File: config.mk
export PLATFORM = sky130hd
export DESIGN_NAME = pipe_skid_stage_reg
export DESIGN_NICKNAME = d
export VERILOG_FILES = /design/src/rtl/pipe_pkg.sv /design/src/rtl/pipe_skid_stage_reg_sat_counter.sv /design/src/rtl/pipe_skid_stage_reg.sv
export SDC_FILE = /design/constraint.sdc
export NUM_CORES = 1
export LEC_CHECK = 0
export BUFFER_PORTS_ARGS = -buffer_cell sky130_fd_sc_hd__buf_2
export CAP_MARGIN = 20
export CORE_MARGIN = 3
export CORE_UTILIZATION = 30
export CTS_CLUSTER_DIAMETER = 60
export DETAILED_ROUTE_END_ITERATION = 12
export PLACE_DENSITY_LB_ADDON = 0.05
export SYNTH_ARGS = -nofsm -noshare
export SYNTH_HDL_FRONTEND = slang
export SYNTH_SLANG_ARGS = --single-unit
File: constraint.sdc
create_clock -name clk -period 1.8 [get_ports clk]
set_input_delay 0.18 -clock clk [delete_from_list [all_inputs] [get_ports clk]]
set_output_delay 0.18 -clock clk [all_outputs]
set_load 0.01 [all_outputs]
File: src/rtl/pipe_pkg.sv
// Shared definitions for the pipeline stage registers: occupancy states,
// default widths and field offsets inside the packed per-stage payloads.
package pipe_pkg;

    typedef enum logic [1:0] {
        ST_EMPTY = 2'd0,
        ST_FULL  = 2'd1,
        ST_SKID  = 2'd2
    } stage_state_t;

    localparam int PIPE_DATA_W = 32;
    localparam int PIPE_CNT_W  = 16;

    // ID/IX payload: {imm[31:16], rs2[15:11], rs1[10:6], opcode[5:0]}
    localparam int IDIX_OPCODE_LSB = 0;
    localparam int IDIX_RS1_LSB    = 6;
    localparam int IDIX_RS2_LSB    = 11;
    localparam int IDIX_IMM_LSB    = 16;

    // IX/MEM payload: {alu_res[31:8], rd[7:3], mem_op[2:0]}
    localparam int IXMEM_MEMOP_LSB = 0;
    localparam int IXMEM_RD_LSB    = 3;
    localparam int IXMEM_ALU_LSB   = 8;

    // MEM/WB payload: {wb_val[31:6], rd[5:1], wb_en[0]}
    localparam int MEMWB_WBEN_LSB  = 0;
    localparam int MEMWB_RD_LSB    = 1;
    localparam int MEMWB_VAL_LSB   = 6;

    function automatic stage_state_t stage_state(input logic main_vld, input logic skid_vld);
        stage_state_t st;
        if (skid_vld) begin
            st = ST_SKID;
        end else if (main_vld) begin
            st = ST_FULL;
        end else begin
            st = ST_EMPTY;
        end
        return st;
    endfunction

endpackage

File: src/rtl/pipe_skid_stage_reg_sat_counter.sv
// Saturating up-counter with synchronous clear; clear beats increment and
// the count sticks at all-ones instead of wrapping.
module sat_counter #(
    parameter int W = 16
) (
    input  logic         clk,
    input  logic         rst,
    input  logic         clr,
    input  logic         inc,
    output logic [W-1:0] cnt
);

    logic [W-1:0] cnt_q;

    // Count register: reset, clear, or saturating increment.
    always_ff @(posedge clk) begin
        if (rst) begin
            cnt_q <= {W{1'b0}};
        end else if (clr) begin
            cnt_q <= {W{1'b0}};
        end else if (inc && (cnt_q != {W{1'b1}})) begin
            cnt_q <= cnt_q + {{(W-1){1'b0}}, 1'b1};
        end else begin
            cnt_q <= cnt_q;
        end
    end

    assign cnt = cnt_q;

endmodule

File: src/rtl/pipe_skid_stage_reg.sv
// Valid/ready pipeline stage with a 2-entry skid buffer, registered in_ready,
// flush with bubble insertion and a saturating stall-cycle counter.
module pipe_skid_stage_reg
    import pipe_pkg::*;
#(
    parameter int DATA_W      = PIPE_DATA_W,
    parameter bit ZERO_BUBBLE = 1'b1,
    parameter int CNT_W       = PIPE_CNT_W
) (
    input  logic              clk,
    input  logic              rst,
    input  logic              flush,
    input  logic              in_valid,
    input  logic [DATA_W-1:0] in_data,
    output logic              in_ready,
    output logic              out_valid,
    output logic [DATA_W-1:0] out_data,
    input  logic              out_ready,
    output logic              stalled,
    input  logic              cnt_clr,
    output logic [CNT_W-1:0]  stall_cnt
);

    logic [DATA_W-1:0] main_q, main_d;
    logic [DATA_W-1:0] skid_q, skid_d;
    logic              main_vld_q, main_vld_d;
    logic              skid_vld_q, skid_vld_d;
    logic              in_ready_q;
    logic              stalled_q;
    logic              in_fire_s;
    logic              out_fire_s;
    logic              stall_s;

    assign in_fire_s  = in_valid & in_ready_q;
    assign out_fire_s = main_vld_q & out_ready;
    assign stall_s    = main_vld_q & ~out_ready;

    // Next-state of the main/skid entries; the valid pair encodes EMPTY/FULL/SKID.
    always_comb begin
        main_d     = main_q;
        skid_d     = skid_q;
        main_vld_d = main_vld_q;
        skid_vld_d = skid_vld_q;
        case (stage_state(main_vld_q, skid_vld_q))
            ST_EMPTY: begin
                if (in_fire_s) begin
                    main_vld_d = 1'b1;
                    main_d     = in_data;
                end else begin
                    main_vld_d = 1'b0;
                end
            end
            ST_FULL: begin
                if (in_fire_s && out_fire_s) begin
                    main_d = in_data;
                end else if (in_fire_s) begin
                    skid_vld_d = 1'b1;
                    skid_d     = in_data;
                end else if (out_fire_s) begin
                    main_vld_d = 1'b0;
                    main_d     = ZERO_BUBBLE ? {DATA_W{1'b0}} : main_q;
                end else begin
                    main_d = main_q;
                end
            end
            ST_SKID: begin
                // in_ready is low here, so only the drain into main can happen.
                if (out_fire_s) begin
                    main_d     = skid_q;
                    skid_vld_d = 1'b0;
                end else begin
                    main_d = main_q;
                end
            end
            default: begin
                main_vld_d = 1'b0;
                skid_vld_d = 1'b0;
                main_d     = {DATA_W{1'b0}};
            end
        endcase
        if (flush) begin
            main_vld_d = 1'b0;
            skid_vld_d = 1'b0;
            main_d     = ZERO_BUBBLE ? {DATA_W{1'b0}} : main_q;
        end else begin
            skid_d = skid_d;
        end
    end

    // Stage registers; in_ready is precomputed from the next skid occupancy.
    always_ff @(posedge clk) begin
        if (rst) begin
            main_q     <= {DATA_W{1'b0}};
            skid_q     <= {DATA_W{1'b0}};
            main_vld_q <= 1'b0;
            skid_vld_q <= 1'b0;
            in_ready_q <= 1'b1;
            stalled_q  <= 1'b0;
        end else begin
            main_q     <= main_d;
            skid_q     <= skid_d;
            main_vld_q <= main_vld_d;
            skid_vld_q <= skid_vld_d;
            in_ready_q <= ~skid_vld_d;
            stalled_q  <= stall_s & ~flush;
        end
    end

    sat_counter #(
        .W(CNT_W)
    ) u_stall_cnt (
        .clk (clk),
        .rst (rst),
        .clr (cnt_clr),
        .inc (stall_s),
        .cnt (stall_cnt)
    );

    assign in_ready  = in_ready_q;
    assign out_valid = main_vld_q;
    assign out_data  = main_q;
    assign stalled   = stalled_q;

endmodule

==> impl_metrics.tcl, run 1 <==
set metrics [dict create \
    p_leak_nw 1.70 \
    top_layer "met5" \
    syn-num-nets 446 \
    io_buffers 88 \
    antenna_left 0 \
    final_common_cell "buf_2" \
    max_stage_delay_ns 0.48 \
    min-delay-path-class "input pin to register" \
    synth-async-reset-ratio_pct 0 \
    final-setup-viol-count 0 \
    rsz0062_at_grt "false" \
    r2r_start "u_stall_cnt.cnt[1]" \
    place.gp.congestion 0.762 \
    max_slew_margin_pct 62.2 \
    via_count 3308 \
    setup_tns_ns 0 \
    overflow 0 \
    yosysSeqAreaShare_pct 49.5 \
    wl_met1_um 4670 \
    end_kind "register" \
    yosysUniqueCellTypes 35 \
    syn_avg_cell_area_um2 8.34 \
    grt_usage_pct 16.0 \
    num-fill-cells 1153 \
    grt_pass1_wl_um 16200 \
    wl_per_cell_um 15.9 \
    ir_drop_mv 0.615 \
    slew_violations 0 \
    critical_path_required_ns 2.06 \
    fin_crit_sh_pct 95.1 \
    synthCells 407 \
    h-tree-depth 3 \
    clk_latency_ns 0.33 \
    tightest_slew_ns 0.566 \
    cp_cell_sequence "ha_2 > and4_2 > and4_4 > or4_1 > a21oi_1" \
    post-route-util_pct 40.0 \
    hold_viol_final 0 \
    synth_ff_type "dfxtp_1" \
    initial_core_util_pct 31.1 \
    status "finished, final reports clean" \
    critical_path_class "register to register" \
    antenna_cells 0 \
    skew_ns 0.00612 \
    power_density_nw_per_um2 980 \
    netlist.area_leader.share_pct 49.5 \
    yosysWarnings 0 \
    cp_top_family "simple AND/OR/NAND/NOR gates" \
    grt_max_degree 33 \
    synth_largest_area_cell "dfxtp_1" \
    fmax_ghz 0.584 \
    antenna_found_initial 1 \
    core_um2 10900 \
    arrival_ns 1.98 \
    wl_met3_um 513 \
    layout-drive-gt1-share_pct 27.0 \
    wl_met2_um 4770 \
    yosys_register_bits 84 \
    setup.worst_path.start "u_stall_cnt.cnt[1]" \
    crit_slowest_cell "or4_1" \
    die_area_um2 12600 \
    cts_sinks 84 \
    hp-start "in_data[1]" \
    viasPerCell 5.20 \
    fin_nets 531 \
    layout_common_cells "88 x buf_2, 82 x dfxtp_1, 74 x nand2_1" \
    die_h_um 112 \
    die_w_um 112 \
    totalWireLength_um 10100 \
    synth_edf_count 0 \
    cts.clk_slew.worst_paths_ns 0.06 \
    io_pins 89 \
    cts_root_buf "clkbuf_16" \
    synth_area_um2 3400 \
    numCtsBuffers 9 \
    synthTopCellsByArea "dfxtp_1 50%, a221oi_1 8.3%, nand2_1 8.2%, a21oi_1 6.8%, nor3_1 5.3%" \
    drc_errors 0 \
    drtPass1Iterations 4 \
    hpwl_um 6570 \
    cts_tree "done" \
    crit_buf_inv 0 \
    grt_pass1_vias 3133 \
    fin_crit_ns 1.71 \
    max-cap-violations 0 \
    drtIter0Drc 141 \
    rows 38 \
    startpoint_type "register" \
    cts_max_path_buffers 2 \
    critPathMaxFanout 12 \
    syn2layout_area_growth_pct 28.8 \
]
## worst min-delay path, delay by kind of cell
family	cells	cell delay (ns)
compound gates	1	0.05
buf+inv	1	0.10
simple gates	1	0.05
## layer usage
| metal | up-vias | global-route usage (%) |
|---|---|---|
| li1 | 1643 | - |
| met1 | 1576 | 20.4 |
| met2 | 75 | 26.4 |
| met3 | 12 | 5.34 |
| met4 | 2 | 3.53 |
| met5 | - | 0 |
## per-stage QoR
step	cells	total power [W]	hold slack (ns)	setup WS (ns)	cell area, µm²
floorplan	407	0.00217	0.316	0.110	3400
detailed placement	620	0.00234	0.440	0.0196	4020
global placement	620	0.00234	0.433	0.0208	4020
CTS	635	0.00436	0.0766	0.00522	4340
finish	636	0.00429	0.0891	0.0888	4370
global route	636	0.00447	0.0778	0.0253	4370
## cell type report
| type | instances | area [µm²] | share of cell area (%) |
|---|---|---|---|
| clock buffers | 11 | 243 | 5.55 |
| clock inverters | 4 | 73.8 | 1.69 |
| inverters | 2 | 7.51 | 0.172 |
| multi-input cells | 290 | 1620 | 37.1 |
| flip-flops and latches | 84 | 1680 | 38.5 |
| well taps | 140 | 175 | 4.00 |
| repair buffers | 105 | 568 | 13.0 |
## cells in the mapped netlist, types with 2 or more instances
master,number
and4_1,4
buf_2,17
or3_1,6
a21oi_1,46
o21a_1,2
clkbuf_1,14
or2_2,4
and3_1,2
nor2_1,37
nor3_1,36
nand4_1,5
o21ai_0,6
inv_1,2
dfxtp_1,84
nand2_1,74
o31ai_1,5
nand3_1,6
a221oi_1,32
or4_1,6
mux2i_1,2
nor4_1,3
## registers in the layout, indices dropped and copies added, names as in the netlist
name,flops
skid_q,32
out_data,32
in_ready,1
out_valid,1
stalled,1
skid_vld_q,1
u_stall_cnt.cnt,16
## report_power, final
group          leakage [nW]  switching, W  internal, W
Combinational         0.860      0.000222     0.000147
Sequential            0.682     0.0000265      0.00191
Clock                 0.156      0.000737      0.00125
Total                  1.70      0.000985      0.00330
## final timing paths
| check | to | slack [ns] | cells after the start |
|---|---|---|---|
| setup / recovery | u_stall_cnt.cnt[4] | 0.09 | 5 |
| hold / removal | skid_q[1] | 0.09 | 3 |
| setup reg to reg | u_stall_cnt.cnt[4] | 0.09 | 5 |
| hold reg to reg | skid_q[8] | 0.45 | 2 |
## kinds of logic after synthesis
kind of cell | Yosys count | share of synthesized area (%)
AND/OR/NAND/NOR | 189 | 25.9
AO/OA/AOI/OAI | 96 | 18.8
flip-flops | 84 | 49.5
buffers and inverters | 34 | 4.61
multiplexers | 2 | 0.590
XOR/XNOR | 1 | 0.258
adder cells (fa/ha/maj) | 1 | 0.368
## what timing repair did
item | 4_1_cts | 5_1_grt
buffers inserted | 0 | 0
gates resized for setup | 0 | 8
hold buffers | 0 | 0
endpoints found under the setup margin | 0 | 63
(Power assumes the default switching activity.)
==> run 2, diff against run 1 <==
- ABC_AREA: default -> 1
==> impl_metrics.tcl, run 2 <==
set metrics [dict create \
    synth_compound_area_share_pct 17.7 \
    min_to "out_data[27]" \
    final_common_cell "nand2_1" \
    place.gp.congestion 0.793 \
    p_leak_nw 1.86 \
    critical_path_required_ns 2.03 \
    end_kind "register" \
    skew_ns 0.00500 \
    die_w_um 114 \
    wl_met3_um 464 \
    synth_top_cells_by_count "115 x nand2_1, 93 x nor2_1, 84 x dfxtp_1, 37 x o21ai_0, 32 x a31oi_1" \
    cts_setup_buffers 0 \
    hp-start "in_data[27]" \
    antenna_left 0 \
    synthXorXnorAreaFrac_pct 1.24 \
    grt_pass1_wl_um 15700 \
    overflow 0 \
    top_layer "met4" \
    io_buffers 88 \
    tightest_slew_ns 0.383 \
    fin_crit_sh_pct 88.7 \
    max_stage_delay_ns 0.41 \
    synth_mux_area_share_pct 0 \
    setup_tns_ns 0 \
    cts_max_path_buffers 2 \
    totalWireLength_um 9730 \
    synth_adder_area_share_pct 0.355 \
    wl_per_cell_um 13.7 \
    syn2layout_area_growth_pct 25.7 \
    die_h_um 114 \
    pre_cts_ws_ns 0.210 \
    io_pins 89 \
    cts_sinks 84 \
    num-fill-cells 1199 \
    critPathMaxFanout 16 \
    final-setup-viol-count 0 \
    min-delay-path-class "input pin to register" \
    hold_viol_final 0 \
    via_count 3385 \
    antenna_cells 0 \
    wl_met1_um 4590 \
    power_density_nw_per_um2 927 \
    numCtsBuffers 9 \
    synthMostInstantiatedCell "nand2_1" \
    register_area_um2 1680 \
    drtIter0Drc 134 \
    fin_crit_ns 1.60 \
    antenna_found_initial 0 \
    max-cap-violations 0 \
    rows 38 \
    yosys_register_bits 84 \
    syn-num-nets 522 \
    cts_resized 0 \
    synth_top_family_by_area "simple AND/OR/NAND/NOR gates" \
    grt_pass1_vias 3204 \
    rr_worst_depth 10 \
    worst_slack_ns 0.203 \
    clk_latency_ns 0.33 \
    critPathMostFrequentCell "nand2_1" \
    arrival_ns 1.82 \
    crit_slowest_cell "dfxtp_1" \
    cts_tree "done" \
    multiInputGateArea_um2 1650 \
    synth_largest_area_cell "dfxtp_1" \
    syn_avg_cell_area_um2 7.30 \
    layout-drive-gt1-share_pct 22.3 \
    ir_drop_mv 0.543 \
    grt_usage_pct 15.0 \
    initial_core_util_pct 31.6 \
    yosysUniqueCellTypes 25 \
    netlist.area_leader.share_pct 47.7 \
    drtPass1Iterations 5 \
    core_um2 11200 \
    synth_area_um2 3530 \
    whs_path_depth 3 \
    synthCells 483 \
    die_area_um2 13100 \
    cts_root_buf "clkbuf_16" \
    yosysSeqAreaShare_pct 47.7 \
    cp_cell_sequence "ha_1 > nand2_1 > nor2_2 > nand2_1 > nor2_2 > nor2_4 > nand2_1 > nand2_1 > nand2_1 > nor2_1" \
    holdBufCountCts 0 \
    fmax_ghz 0.626 \
    synth-simple-area-share_pct 27.1 \
    cts.clk_slew.worst_paths_ns 0.06 \
    hpwl_um 6440 \
    r2r_start "u_stall_cnt.cnt[1]" \
    grt_max_degree 35 \
    viasPerCell 4.75 \
    rsz0062_at_grt "false" \
    fin_nets 608 \
    synthTopCellsByArea "dfxtp_1 48%, nand2_1 12%, nor2_1 9.9%, a31oi_1 5.7%, o21ai_0 5.3%" \
    yosysWarnings 0 \
    max_slew_margin_pct 74.4 \
    synth_edf_count 0 \
    critical_path_class "register to register" \
    layout_common_cells "115 x nand2_1, 92 x nor2_1, 88 x buf_2" \
    drc_errors 0 \
    wl_met2_um 4550 \
    r2r_setup_slack_ns 0.20 \
    synth_ff_type "dfxtp_1" \
    worstReg2RegEnd "u_stall_cnt.cnt[11]" \
    startpoint_type "register" \
    synth-async-reset-ratio_pct 0 \
    slew_violations 0 \
    h-tree-depth 3 \
    status "finished, final reports clean" \
]
==> run 2: changes by cell type after synthesis, moves of 7 or more <==
cell	before	now
a21oi_1	46	13
nor3_1	36	0
o21ai_1	1	28
inv_1	2	14
o21ai_0	6	37
nor2_1	37	93
nand2_1	74	115
buf_2	17	10
a221oi_1	32	0
nand3_1	6	15
a31oi_1	1	32
==> run 2: kinds of logic after synthesis <==
logic type,Yosys count
compound gates,113
simple gates,236
buf+inv,44
flops,84
xor+xnor,5
fa+ha+maj,1
==> run 2: report_power, final <==
group          internal, W  switching, W  total (W)
clock              0.00111      0.000710    0.00181
combinational     0.000139      0.000213   0.000352
sequential         0.00191     0.0000272    0.00194
total              0.00316      0.000950    0.00411
==> run 2: layout make-up <==
class / count / area share [%]
sequential: 84 / 37.9
multi-input combinational: 355 / 37.2
timing repair buffer: 101 / 13.0
clock buffer: 13 / 5.64
tap: 140 / 3.95
inverter: 18 / 1.52
clock inverter: 2 / 0.790
==> run 2: metal layers <==
metal | global-route usage (%) | up-vias
met5 | 0 | -
met4 | 4.51 | 0
met3 | 4.02 | 9
met2 | 25.5 | 74
met1 | 18.6 | 1532
li1 | - | 1770
==> run 2: stage by stage <==
| step | power, W | area [µm²] | hold WS [ns] | utilization, % | std cells |
|---|---|---|---|---|---|
| floorplan | 0.00219 | 3530 | 0.330 | - | 483 |
| global placement | 0.00234 | 4150 | 0.449 | 37.1 | 698 |
| detailed placement | 0.00234 | 4150 | 0.455 | 37.1 | 698 |
| CTS | 0.00416 | 4430 | 0.106 | 39.7 | 713 |
| global route | 0.00430 | 4430 | 0.113 | 39.7 | 713 |
| finish | 0.00411 | 4430 | 0.111 | 39.7 | 713 |
==> run 2: worst max path at each step <==
stage	start	endpoint	cells past startpoint
final	u_stall_cnt.cnt[1]	u_stall_cnt.cnt[11]	10
after global routing	u_stall_cnt.cnt[1]	u_stall_cnt.cnt[10]	10
after CTS	u_stall_cnt.cnt[1]	u_stall_cnt.cnt[11]	10
after detailed placement	u_stall_cnt.cnt[1]	u_stall_cnt.cnt[11]	9
after global placement	u_stall_cnt.cnt[1]	u_stall_cnt.cnt[15]	9
after floorplan	u_stall_cnt.cnt[0]	u_stall_cnt.cnt[0]	9
==> run 2: worst max-delay path: cells and delay by family, from the launching register on <==
| family | cells | cell delay (ns) |
|---|---|---|
| adder cells (fa/ha/maj) | 1 | 0.24 |
| flip-flops | 1 | 0.41 |
| AND/OR/NAND/NOR | 9 | 0.84 |
==> run 3, diff against run 2 <==
- CORE_ASPECT_RATIO: default -> 1.4
==> impl_metrics.tcl, run 3 (synthesis results as in run 2) <==
set metrics [dict create \
    fin_crit_sh_pct 85.0 \
    totalWireLength_um 9930 \
    holdBufCountCts 0 \
    cts_sinks 84 \
    holdWs_ns 0.106 \
    num-fill-cells 1252 \
    pre_cts_ws_ns 0.217 \
    via_count 3417 \
    io_pins 89 \
    antenna_left 0 \
    max_slew_margin_pct 70.2 \
    worst_slack_ns 0.271 \
    cts_max_path_buffers 2 \
    place.gp.congestion 0.757 \
    cts_setup_buffers 0 \
    arrival_ns 1.76 \
    clk_latency_ns 0.33 \
    power_density_nw_per_um2 959 \
    fin_nets 610 \
    die_area_um2 13100 \
    cts_tree "done" \
    drc_errors 0 \
    io_buffers 88 \
    rsz0062_at_grt "false" \
    end_kind "register" \
    antenna_cells 0 \
    crit_buf_inv 0 \
    setup.worst_path.start "u_stall_cnt.cnt[1]" \
    grt_max_degree 53 \
    grt_pass1_vias 3219 \
    cts.clk_slew.worst_paths_ns 0.06 \
    die_h_um 134 \
    startpoint_type "register" \
    drtPass1Iterations 4 \
    grt_pass1_wl_um 16400 \
    die_w_um 97.6 \
    fin_crit_ns 1.53 \
    max-cap-violations 0 \
    drtIter0Drc 121 \
    hpwl_um 6920 \
    ir_drop_mv 0.371 \
    critical_path_required_ns 2.03 \
    grt_usage_pct 15.5 \
    critical_path_class "register to register" \
    critPathMaxFanout 16 \
    rows 46 \
    antenna_found_initial 0 \
    status "finished, final reports clean" \
    slew_violations 0 \
    cts_root_buf "clkbuf_16" \
    core_um2 11400 \
    design_area_um2 4490 \
    dpl_cell_area_um2 4160 \
    overflow 0 \
    cp_top_family "simple AND/OR/NAND/NOR gates" \
    wl_per_cell_um 13.8 \
    h-tree-depth 3 \
    syn2layout_area_growth_pct 27.2 \
    final_common_cell "nand2_1" \
    min-delay-path-class "input pin to register" \
    layout-drive-gt1-share_pct 23.3 \
    r2r_start "u_stall_cnt.cnt[1]" \
    cp_cell_sequence "ha_1 > nand2_1 > nor2_2 > nand2_1 > nor2_2 > nor2_4 > nand2_1 > nor2_1 > nor2_1" \
    post-route-util_pct 39.4 \
    hp-start "in_data[24]" \
    hold_viol_final 0 \
    critPathMostFrequentCell "nand2_1" \
    final-setup-viol-count 0 \
    crit_slowest_cell "dfxtp_2" \
    max_stage_delay_ns 0.34 \
    p_leak_nw 1.88 \
    fmax_ghz 0.654 \
    tightest_slew_ns 0.447 \
    setup_tns_ns 0 \
    initial_core_util_pct 31.0 \
    layout_common_cells "115 x nand2_1, 92 x nor2_1, 88 x buf_2" \
    numCtsBuffers 9 \
    skew_ns 0.00486 \
    viasPerCell 4.75 \
]
run 3: cell types whose count changed in the layout (fill, tap and decap cells not counted):
| cell | before | now |
|---|---|---|
| inv_6 | 0 | 1 |
| clkbuf_1 | 3 | 1 |
| dfxtp_2 | 0 | 1 |
| clkinv_2 | 1 | 0 |
| o21ai_2 | 1 | 2 |
| buf_4 | 10 | 12 |
| bufinv_16 | 1 | 2 |
| dfxtp_1 | 84 | 83 |
| clkinvlp_4 | 0 | 2 |
| o21ai_4 | 2 | 1 |
run 3: tightest hold or removal path, stage by stage:
cell and delay, ns:
buf_2 0.10, nand2_1 0.05, a31oi_1 0.06
run 3: final timing paths:
kind,end,slack [ns],depth (start not counted)
min,out_data[24],0.11,3
min reg2reg,out_data[26],0.47,2
max,u_stall_cnt.cnt[15],0.27,9
max reg2reg,u_stall_cnt.cnt[15],0.27,9
run 3: power by group:
part / total, W / switching (W) / internal, W / leakage [nW]
combinational: 0.000352 / 0.000213 / 0.000139 / 1.04
clock: 0.00201 / 0.000751 / 0.00126 / 0.152
sequential: 0.00194 / 0.0000278 / 0.00191 / 0.683
total: 0.00430 / 0.000992 / 0.00331 / 1.88
run 3: repair_timing:
item	CTS	global route
endpoints found under the setup margin	0	1
endpoints found under the hold margin	0	0
gates resized for setup	0	1
run 3: layer usage:
layer,share of wire [%],global-route usage (%)
met1,44,18.7
met2,50,27.0
met3,5.3,4.37
met4,1.1,4.39
met5,0,0
run 3: cell type report:
type	count	area, µm²	area share, %
multi-input cells	355	1640	36.5
inverters	18	67.6	1.51
clock buffers	11	243	5.41
flip-flops and latches	84	1680	37.5
clock inverters	5	83.8	1.87
repair buffers	103	591	13.2
well taps	144	180	4.01
run 3: stage by stage:
step | total power (W) | cells
floorplan | 0.00219 | 483
global placement | 0.00234 | 704
detailed placement | 0.00234 | 704
CTS | 0.00438 | 720
global route | 0.00451 | 720
finish | 0.00430 | 720
